<file path="src/rtl/adder_share_arbiter.sv">
// ============================================================================
// Module   : adder_share_arbiter
// Brief    : Round-robin sharing of one 16-bit carry-lookahead adder between
//            two valid/ready requesters, with registered operands and result.
//            Optional grant counters are enabled by the ADDER_ARB_STATS_EN macro.
// Revision : 1.0 - initial release
// ============================================================================
`default_nettype none

// 16-bit carry-lookahead adder: 4-bit lookahead groups, carry passed between groups.
module adder #(
  parameter int WIDTH = 16
) (
  input  logic [WIDTH-1:0] a,
  input  logic [WIDTH-1:0] b,
  output logic [WIDTH-1:0] sum,
  output logic             cout
);

  localparam int c_GROUPS = WIDTH / 4;

  logic [WIDTH-1:0]  w_g;
  logic [WIDTH-1:0]  w_p;
  logic [WIDTH-1:0]  w_c;
  logic [c_GROUPS:0] w_gc;

  assign w_g     = a & b;
  assign w_p     = a ^ b;
  assign w_gc[0] = 1'b0;

  for (genvar gi = 0; gi < c_GROUPS; gi++) begin : g_grp
    localparam int c_B = gi * 4;
    logic w_grp_g;
    logic w_grp_p;

    assign w_c[c_B]   = w_gc[gi];
    assign w_c[c_B+1] = w_g[c_B] | (w_p[c_B] & w_gc[gi]);
    assign w_c[c_B+2] = w_g[c_B+1] | (w_p[c_B+1] & w_g[c_B])
                      | (w_p[c_B+1] & w_p[c_B] & w_gc[gi]);
    assign w_c[c_B+3] = w_g[c_B+2] | (w_p[c_B+2] & w_g[c_B+1])
                      | (w_p[c_B+2] & w_p[c_B+1] & w_g[c_B])
                      | (w_p[c_B+2] & w_p[c_B+1] & w_p[c_B] & w_gc[gi]);

    assign w_grp_g = w_g[c_B+3] | (w_p[c_B+3] & w_g[c_B+2])
                   | (w_p[c_B+3] & w_p[c_B+2] & w_g[c_B+1])
                   | (w_p[c_B+3] & w_p[c_B+2] & w_p[c_B+1] & w_g[c_B]);
    assign w_grp_p = &w_p[c_B+3:c_B];

    assign w_gc[gi+1] = w_grp_g | (w_grp_p & w_gc[gi]);
  end

  assign sum  = w_p ^ w_c;
  assign cout = w_gc[c_GROUPS];

endmodule

module adder_share_arbiter #(
  parameter int WIDTH = 16,
  parameter int CNT_W = 8
) (
  input  logic             clk,
  input  logic             rst,
  input  logic             req0_valid,
  output logic             req0_ready,
  input  logic [WIDTH-1:0] req0_a,
  input  logic [WIDTH-1:0] req0_b,
  input  logic             req1_valid,
  output logic             req1_ready,
  input  logic [WIDTH-1:0] req1_a,
  input  logic [WIDTH-1:0] req1_b,
  output logic             res_valid,
  input  logic             res_ready,
  output logic [WIDTH-1:0] res_sum,
  output logic             res_ovf,
`ifdef ADDER_ARB_STATS_EN
  output logic [CNT_W-1:0] grant0_cnt,
  output logic [CNT_W-1:0] grant1_cnt,
`endif
  output logic             res_id
);

  if (WIDTH != 16 || CNT_W < 1) begin : g_param_check
    $error("adder_share_arbiter: WIDTH must be 16 and CNT_W at least 1");
  end

  typedef enum logic [1:0] {
    S_IDLE = 2'd0,
    S_CALC = 2'd1,
    S_HOLD = 2'd2
  } state_t;

  state_t           r_state;
  logic             r_last_grant;
  logic [WIDTH-1:0] r_op_a;
  logic [WIDTH-1:0] r_op_b;
  logic             r_op_id;
  logic [WIDTH-1:0] r_sum;
  logic             r_ovf;
  logic             r_id;
  logic             r_res_valid;

  logic             w_grant;
  logic             w_idle;
  logic             w_hs;
  logic [WIDTH-1:0] w_add_sum;
  logic             w_add_cout;

  // On a tie the requester that did not win last time is served.
  assign w_grant = (req0_valid & req1_valid) ? ~r_last_grant : req1_valid;
  assign w_idle  = (r_state == S_IDLE) & ~rst;

  assign req0_ready = w_idle & ~w_grant & req0_valid;
  assign req1_ready = w_idle &  w_grant & req1_valid;
  assign w_hs       = req0_ready | req1_ready;

  adder #(
    .WIDTH (WIDTH)
  ) u_adder (
    .a    (r_op_a),
    .b    (r_op_b),
    .sum  (w_add_sum),
    .cout (w_add_cout)
  );

  always_ff @(posedge clk) begin
    if (rst) begin
      r_state      <= S_IDLE;
      r_last_grant <= 1'b1;
      r_op_a       <= '0;
      r_op_b       <= '0;
      r_op_id      <= 1'b0;
      r_sum        <= '0;
      r_ovf        <= 1'b0;
      r_id         <= 1'b0;
      r_res_valid  <= 1'b0;
    end else begin
      case (r_state)
        S_IDLE: begin
          if (w_hs) begin
            r_op_a       <= w_grant ? req1_a : req0_a;
            r_op_b       <= w_grant ? req1_b : req0_b;
            r_op_id      <= w_grant;
            r_last_grant <= w_grant;
            r_state      <= S_CALC;
          end
        end
        S_CALC: begin
          r_sum       <= w_add_sum;
          r_ovf       <= w_add_cout;
          r_id        <= r_op_id;
          r_res_valid <= 1'b1;
          r_state     <= S_HOLD;
        end
        S_HOLD: begin
          if (res_ready) begin
            r_res_valid <= 1'b0;
            r_state     <= S_IDLE;
          end
        end
        default: begin
          r_res_valid <= 1'b0;
          r_state     <= S_IDLE;
        end
      endcase
    end
  end

  assign res_valid = r_res_valid;
  assign res_sum   = r_sum;
  assign res_ovf   = r_ovf;
  assign res_id    = r_id;

`ifdef ADDER_ARB_STATS_EN
  localparam logic [CNT_W-1:0] c_CNT_MAX = '1;

  logic [CNT_W-1:0] r_grant0_cnt;
  logic [CNT_W-1:0] r_grant1_cnt;

  // Saturating counters: they stick at all-ones rather than wrapping.
  always_ff @(posedge clk) begin
    if (rst) begin
      r_grant0_cnt <= '0;
      r_grant1_cnt <= '0;
    end else begin
      if (req0_ready && r_grant0_cnt != c_CNT_MAX) begin
        r_grant0_cnt <= r_grant0_cnt + 1'b1;
      end
      if (req1_ready && r_grant1_cnt != c_CNT_MAX) begin
        r_grant1_cnt <= r_grant1_cnt + 1'b1;
      end
    end
  end

  assign grant0_cnt = r_grant0_cnt;
  assign grant1_cnt = r_grant1_cnt;
`endif

endmodule

`default_nettype wire

</file>
<file path="config.mk">
export PLATFORM = sky130hd
export DESIGN_NAME = adder_share_arbiter
export DESIGN_NICKNAME = d
export VERILOG_FILES = /design/src/rtl/adder_share_arbiter.sv
export SDC_FILE = /design/constraint.sdc
export NUM_CORES = 1
export LEC_CHECK = 0
export ABC_CLOCK_PERIOD_IN_PS = 6850
export CAP_MARGIN = 40
export CORE_MARGIN = 10
export CORE_UTILIZATION = 52
export CTS_BUF_LIST = sky130_fd_sc_hd__clkbuf_4 sky130_fd_sc_hd__clkbuf_8
export CTS_CLUSTER_DIAMETER = 30
export DETAILED_ROUTE_END_ITERATION = 16
export PLACE_DENSITY = 0.88
export SLEW_MARGIN = 40
export SYNTH_ARGS = -nofsm -noshare
export SYNTH_HDL_FRONTEND = slang
export SYNTH_SLANG_ARGS = --single-unit
</file>
<file path="constraint.sdc">
create_clock -name clk -period 6.85 [get_ports clk]
set_clock_uncertainty 0.2 [all_clocks]
set_input_delay 1.7125 -clock clk [delete_from_list [all_inputs] [get_ports clk]]
set_output_delay 1.7125 -clock clk [all_outputs]
set_load 0.1 [all_outputs]
</file>
==> results of run 1 <==
-- layer usage --
layer	GRT usage (%)	up-vias	part of all wire, %
li1	-	1334	-
met1	19.8	1148	44
met2	27.7	68	48
met3	5.47	9	6.9
met4	4.24	0	1.2
met5	0	-	0
-- per-stage QoR --
| step | hold WS (ps) | instances | utilization, % | instance area (sq um) | setup slack [ps] |
|---|---|---|---|---|---|
| 2_1_floorplan | 232 | 329 | - | 2920 | 1470 |
| 3_3_place_gp | 240 | 470 | 69.9 | 3830 | 1740 |
| 3_5_place_dp | 245 | 470 | 68.4 | 3740 | 1700 |
| 4_1_cts | 259 | 478 | 70.6 | 3860 | 1700 |
| 5_1_grt | 288 | 478 | 70.6 | 3860 | 1630 |
| 6_report | 257 | 478 | 70.6 | 3860 | 1710 |
-- path summary, 6_finish.rpt --
path,cells past startpoint,endpoint,slack (ps)
setup / recovery,4,req1_ready,1710
setup reg to reg,10,res_sum[13]$_SDFFE_PP0P_,3930
hold / removal,2,res_sum[12]$_SDFFE_PP0P_,260
hold reg to reg,2,res_sum[12]$_SDFFE_PP0P_,260
-- cells by family after synthesis --
logic type | after synthesis
adders and majority gates | 20
and+or+nand+nor | 102
DFF | 55
xor gates and xnor gates | 6
AOI/OAI and AO/OA | 86
buffers and inverters | 28
muxes | 32
-- worst max-delay path: stages --
cell and delay (ps):
sky130_fd_sc_hd__clkdlybuf4s50_1 530, sky130_fd_sc_hd__a21boi_4 490, sky130_fd_sc_hd__and2_1 200, sky130_fd_sc_hd__buf_4 280
-- state kept, by name, summed over array words and instances, names as in the netlist --
register	count
res_ovf	1
r_op_id	1
r_op_b	16
r_last_grant	1
r_op_a	16
r_state	2
res_id	1
res_sum	16
res_valid	1
-- cell usage after synthesis, types with 2 or more instances --
library cell and instances:
sky130_fd_sc_hd__mux2i_1 32, sky130_fd_sc_hd__nor2_1 50, sky130_fd_sc_hd__buf_2 7, sky130_fd_sc_hd__nand2_1 26
sky130_fd_sc_hd__o211ai_2 2, sky130_fd_sc_hd__nor2b_1 2, sky130_fd_sc_hd__xnor2_1 6, sky130_fd_sc_hd__nand4_1 2
sky130_fd_sc_hd__nor3_1 5, sky130_fd_sc_hd__o31ai_1 3, sky130_fd_sc_hd__dfxtp_1 55, sky130_fd_sc_hd__o21ai_0 5
sky130_fd_sc_hd__nand3_1 7, sky130_fd_sc_hd__ha_1 16, sky130_fd_sc_hd__fa_1 4, sky130_fd_sc_hd__a21oi_1 18
sky130_fd_sc_hd__o211ai_1 2, sky130_fd_sc_hd__a21o_1 4, sky130_fd_sc_hd__o21a_1 4, sky130_fd_sc_hd__clkbuf_1 10
sky130_fd_sc_hd__and2_1 3, sky130_fd_sc_hd__inv_1 6, sky130_fd_sc_hd__o21bai_1 2, sky130_fd_sc_hd__buf_1 5
sky130_fd_sc_hd__a211oi_1 39
-- area by class of cell --
class / instances / area (sq um)
Clock inverter: 2 / 38.8
Tap cell: 72 / 90.1
Timing Repair Buffer: 91 / 803
Sequential cell: 55 / 1100
Multi-Input combinational cell: 246 / 1720
Fill cell: 456 / 1610
Clock buffer: 6 / 82.6
Inverter: 6 / 22.5
-- report_power, final --
group | total, mW | internal, mW | switching [mW]
clock network | 0.227 | 0.120 | 0.106
registers | 0.370 | 0.350 | 0.0208
logic | 0.273 | 0.103 | 0.170
total | 0.870 | 0.573 | 0.297
==> flow_metrics.env, run 1 <==
export IMPL_status="finished, final reports clean"
export IMPL_synthCells=329
export IMPL_synthSimpleGateAreaFrac_pct=15.2
export IMPL_drv_slew=0
export IMPL_powerDensity_nw_per_um2=225
export IMPL_hold_start="res_sum[12]$_SDFFE_PP0P_"
export IMPL_cts_bufs_inserted=5
export IMPL_setup_viol=0
export IMPL_global_route_wire_length_before_repair_um=12200
export IMPL_synth_area_leaders="sky130_fd_sc_hd__dfxtp_1 (38%), sky130_fd_sc_hd__mux2i_1 (11%), sky130_fd_sc_hd__a211oi_1 (10%)"
export IMPL_grt_setup_unrepaired="no"
export IMPL_antenna_cells=0
export IMPL_yosys_most_used_dff="sky130_fd_sc_hd__dfxtp_1"
export IMPL_arrival_ps=3220
export IMPL_routed_via_count=2559
export IMPL_die_ar_sq_um=9010
export IMPL_holdCritPathClass="flop to flop"
export IMPL_portBuffers=89
export IMPL_yosys_cell_types_count=39
export IMPL_clkSlewWorstSetupHoldPaths_ps=100
export IMPL_core_sq_um=5470
export IMPL_synth_mux_area_share_pct=11.0
export IMPL_layout_common_cells="sky130_fd_sc_hd__clkdlybuf4s50_1 (67), sky130_fd_sc_hd__dfxtp_1 (55), sky130_fd_sc_hd__nor2_1 (50), sky130_fd_sc_hd__a211oi_1 (39), sky130_fd_sc_hd__mux2i_1 (32)"
export IMPL_track_usage_pct=16.5
export IMPL_maxClockFrequency_ghz=0.195
export IMPL_die_width_um=94.9
export IMPL_fin_crit_period_ps=5140
export IMPL_async_reset_ff_share_pct=0
export IMPL_drt_drc_violations_left=0
export IMPL_drt_iter0_drc=127
export IMPL_worstPathRequired_ps=4940
export IMPL_synth_compound_gate_area_share_pct=20.9
export IMPL_final_min_period_over_clock_period_pct=75.0
export IMPL_tritoncts="yes"
export IMPL_area_growth_syn_to_layout_pct=32.3
export IMPL_number_of_buffers_inserted_to_repair_setup_after_cts=0
export IMPL_grt_antenna_before_repair=0
export IMPL_synthDominantCellAreaShare_pct=37.7
export IMPL_synth_net_count=418
export IMPL_ios=90
export IMPL_edff_count_synth=0
export IMPL_skew_pair_late_insertion_delay_ps=310
export IMPL_synth_avg_cell_area_sq_um=8.88
export IMPL_drt_vias_per_instance=5.35
export IMPL_vias_in_the_first_global_route=2663
export IMPL_static_leakage_power_nw=1.60
export IMPL_ys_seq_elements=55
export IMPL_maxCapViolCount=0
export IMPL_place_congestion=0.896
export IMPL_cp_start_kind="primary input"
export IMPL_drt_first_pass_iters=4
export IMPL_drt_wl_cell_um=15.5
export IMPL_number_of_nets_in_the_finished_design=494
export IMPL_crit_reg2reg_launch="r_op_a[2]$_SDFFE_PP0P_"
export IMPL_fin_setup_tns_ps=0
export IMPL_initial_utilization_pct=53.4
export IMPL_hpwl_um=5790
export IMPL_cts_max_path_buffers=2
export IMPL_relSlewSlack_pct=56.4
export IMPL_fraction_of_layout_instances_using_a_drive_strength_above_1_pct=10.1
export IMPL_synth_sequential_area_ratio_pct=37.7
export IMPL_synth_xor_area_share_pct=1.80
export IMPL_layout_cells_most_common="sky130_fd_sc_hd__clkdlybuf4s50_1"
export IMPL_criticalPathCategory="primary input to output pin"
export IMPL_ir_drop_v=0.0000948
export IMPL_grt_remaining_overflow=0
export IMPL_synth_top_family_by_area="compound AO/OA/AOI/OAI gates"
export IMPL_mappedNetlistArea_sq_um=2920
export IMPL_post_synth_fa_ha_maj_area_fraction_pct=9.60
export IMPL_setup_worst_path_start="req0_valid"
export IMPL_count_of_hold_fix_buffers_inserted_at_cts=0
export IMPL_drt_total_wl_um=7420
export IMPL_hold_viol=0
export IMPL_finalPower_mw=0.870
export IMPL_std_cell_rows=27
export IMPL_clkSinkCount=55
export IMPL_synth_yosys_warnings=0
export IMPL_end_kind="output pin"
export IMPL_synth_largest_area_cell="sky130_fd_sc_hd__dfxtp_1"
export IMPL_worstPathMaxFanout=12
export IMPL_timing_worst_slew_pin_value_ps=654
export IMPL_h_tree_depth=2
export IMPL_grt_start_max_net_pins=66
export IMPL_chip_height_um=94.9
export IMPL_post_cts_resized=0
export IMPL_clk_root_buffer_cell="sky130_fd_sc_hd__clkbuf_8"
export IMPL_antenna_violating_nets_post_route=0
Note: power is estimated with default switching activity, not from simulation.
==> run 2, diff against run 1 <==
--- a/config.mk
+++ b/config.mk
@@ -5,14 +5,14 @@
 export SDC_FILE = /design/constraint.sdc
 export NUM_CORES = 1
 export LEC_CHECK = 0
-export ABC_CLOCK_PERIOD_IN_PS = 6850
+export ABC_CLOCK_PERIOD_IN_PS = 5200
 export CAP_MARGIN = 40
 export CORE_MARGIN = 10
-export CORE_UTILIZATION = 52
+export CORE_UTILIZATION = 48
 export CTS_BUF_LIST = sky130_fd_sc_hd__clkbuf_4 sky130_fd_sc_hd__clkbuf_8
 export CTS_CLUSTER_DIAMETER = 30
 export DETAILED_ROUTE_END_ITERATION = 16
-export PLACE_DENSITY = 0.88
+export PLACE_DENSITY = 0.82
 export SLEW_MARGIN = 40
 export SYNTH_ARGS = -nofsm -noshare
 export SYNTH_HDL_FRONTEND = slang
==> constraint.sdc (replaced) <==
create_clock -name clk -period 5.2 [get_ports clk]
set_clock_uncertainty 0.2 [all_clocks]
set_input_delay 1.3 -clock clk [delete_from_list [all_inputs] [get_ports clk]]
set_output_delay 1.3 -clock clk [all_outputs]
set_load 0.1 [all_outputs]
==> flow_metrics.env, run 2 (same netlist as run 1, synthesis figures left out) <==
export IMPL_hold_viol=0
export IMPL_worstHoldPathCells=2
export IMPL_worstPathRequired_ps=3700
export IMPL_status="finished, final reports clean"
export IMPL_post_cts_resized=0
export IMPL_drt_drc_violations_left=0
export IMPL_crit_path_top_delay_cell="sky130_fd_sc_hd__clkdlybuf4s50_1"
export IMPL_static_leakage_power_nw=1.60
export IMPL_drt_wl_cell_um=15.3
export IMPL_core_sq_um=5920
export IMPL_grt_start_max_net_pins=66
export IMPL_relSlewSlack_pct=56.9
export IMPL_skew_pair_late_insertion_delay_ps=310
export IMPL_hold_start="res_id$_SDFFE_PP0P_"
export IMPL_fraction_of_layout_instances_using_a_drive_strength_above_1_pct=10.3
export IMPL_chip_height_um=98
export IMPL_initial_utilization_pct=49.3
export IMPL_finalPower_mw=1.11
export IMPL_number_of_nets_in_the_finished_design=495
export IMPL_count_of_hold_fix_buffers_inserted_at_cts=0
export IMPL_ff2ff_setup_slack_ps=2230
export IMPL_maxClockFrequency_ghz=0.253
export IMPL_drt_first_pass_iters=4
export IMPL_place_congestion=0.830
export IMPL_std_cell_rows=28
export IMPL_ir_drop_v=0.000140
export IMPL_antenna_violating_nets_post_route=0
export IMPL_track_usage_pct=14.7
export IMPL_crit_reg2reg_launch="r_op_a[2]$_SDFFE_PP0P_"
export IMPL_setup_viol=0
export IMPL_criticalPathCategory="primary input to output pin"
export IMPL_die_ar_sq_um=9600
export IMPL_arrival_ps=2450
export IMPL_cts_bufs_inserted=5
export IMPL_cp_start_kind="primary input"
export IMPL_drt_total_wl_um=7360
export IMPL_grt_remaining_overflow=0
export IMPL_fin_crit_period_ps=3950
export IMPL_fin_util_pct=65.3
export IMPL_layout_common_cells="sky130_fd_sc_hd__clkdlybuf4s50_1 (67), sky130_fd_sc_hd__dfxtp_1 (55), sky130_fd_sc_hd__nor2_1 (50), sky130_fd_sc_hd__a211oi_1 (39), sky130_fd_sc_hd__mux2i_1 (32)"
export IMPL_holdCritPathClass="flop to flop"
export IMPL_number_of_buffers_inserted_to_repair_setup_after_cts=0
export IMPL_final_setup_margin_ps=1250
export IMPL_global_route_wire_length_before_repair_um=12100
export IMPL_worstPathMaxFanout=4
export IMPL_drt_vias_per_instance=5.43
export IMPL_timing_worst_slew_pin_value_ps=646
export IMPL_final_cells=482
export IMPL_cp_slowest_stage_delay_ps=540
export IMPL_clkSlewWorstSetupHoldPaths_ps=90
export IMPL_area_growth_syn_to_layout_pct=32.4
export IMPL_drv_slew=0
export IMPL_routed_via_count=2615
export IMPL_hpwl_um=5730
export IMPL_r2r_cells=10
export IMPL_fin_setup_tns_ps=0
export IMPL_cts_max_path_buffers=2
export IMPL_worst_r2r_endpoint="res_sum[13]$_SDFFE_PP0P_"
export IMPL_ios=90
export IMPL_placedInstanceArea_sq_um=3760
export IMPL_powerDensity_nw_per_um2=286
export IMPL_clk_root_buffer_cell="sky130_fd_sc_hd__clkbuf_8"
export IMPL_grt_setup_unrepaired="no"
export IMPL_portBuffers=89
export IMPL_worst_hold_margin_ps=256
export IMPL_vias_in_the_first_global_route=2586
export IMPL_path_cells="clkdlybuf4s50_1, a21boi_4, and2_1, buf_12"
export IMPL_final_min_period_over_clock_period_pct=75.9
export IMPL_drt_iter0_drc=82
export IMPL_h_tree_depth=2
export IMPL_die_width_um=98
export IMPL_min_to="res_id$_SDFFE_PP0P_"
export IMPL_maxCapViolCount=0
export IMPL_setup_worst_path_start="req1_valid"
export IMPL_placed_cells=474
export IMPL_post_place_ws_ps=1270
export IMPL_finish_instance_area_sq_um=3870
export IMPL_end_kind="output pin"
export IMPL_grt_antenna_before_repair=0
export IMPL_antenna_cells=0
export IMPL_clkSinkCount=55
export IMPL_layout_cells_most_common="sky130_fd_sc_hd__clkdlybuf4s50_1"
export IMPL_tritoncts="yes"
run 2: cell count changes in the layout (fill, tap and decap cells not counted), sizes merged:
cell / before / now
clkbuf: 6 / 8
buf: 24 / 25
bufinv: 1 / 0
inv: 7 / 6
run 2: cell type report:
cell class,count,area (sq um)
inverter,6,22.5
tap,75,93.8
sequential,55,1100
timing repair buffer,92,821
clock buffer,8,104
multi-input combinational,246,1720
fill,517,2050
run 2: critical path: cells and delay by family:
family,cells,cell delay [ps]
compound gates,1,230
simple gates,1,200
buf+inv,2,720
run 2: how the worst max path moves through the flow:
stage / to / slack [ps]
4_1_cts: req1_ready / 1260
3_5_place_dp: req1_ready / 1270
3_3_place_gp: req1_ready / 1320
5_1_grt: req0_ready / 1190
6_report: req1_ready / 1250
2_1_floorplan: req0_ready / 640
run 2: metal layers:
layer / wire (um) / share of wire (%) / up-vias / track usage (%)
met5: 0 / 0 / - / 0
met4: 69 / 0.94 / 0 / 4.25
met3: 414 / 5.6 / 7 / 4.30
met2: 3500 / 48 / 74 / 24.8
met1: 3370 / 46 / 1193 / 17.6
li1: - / - / 1341 / -
run 2: power by group:
group / switching [mW] / internal, mW / total [mW] / leakage (nW)
logic: 0.225 / 0.138 / 0.362 / 1.10
clock network: 0.131 / 0.127 / 0.258 / 0.0549
registers: 0.0269 / 0.460 / 0.487 / 0.452
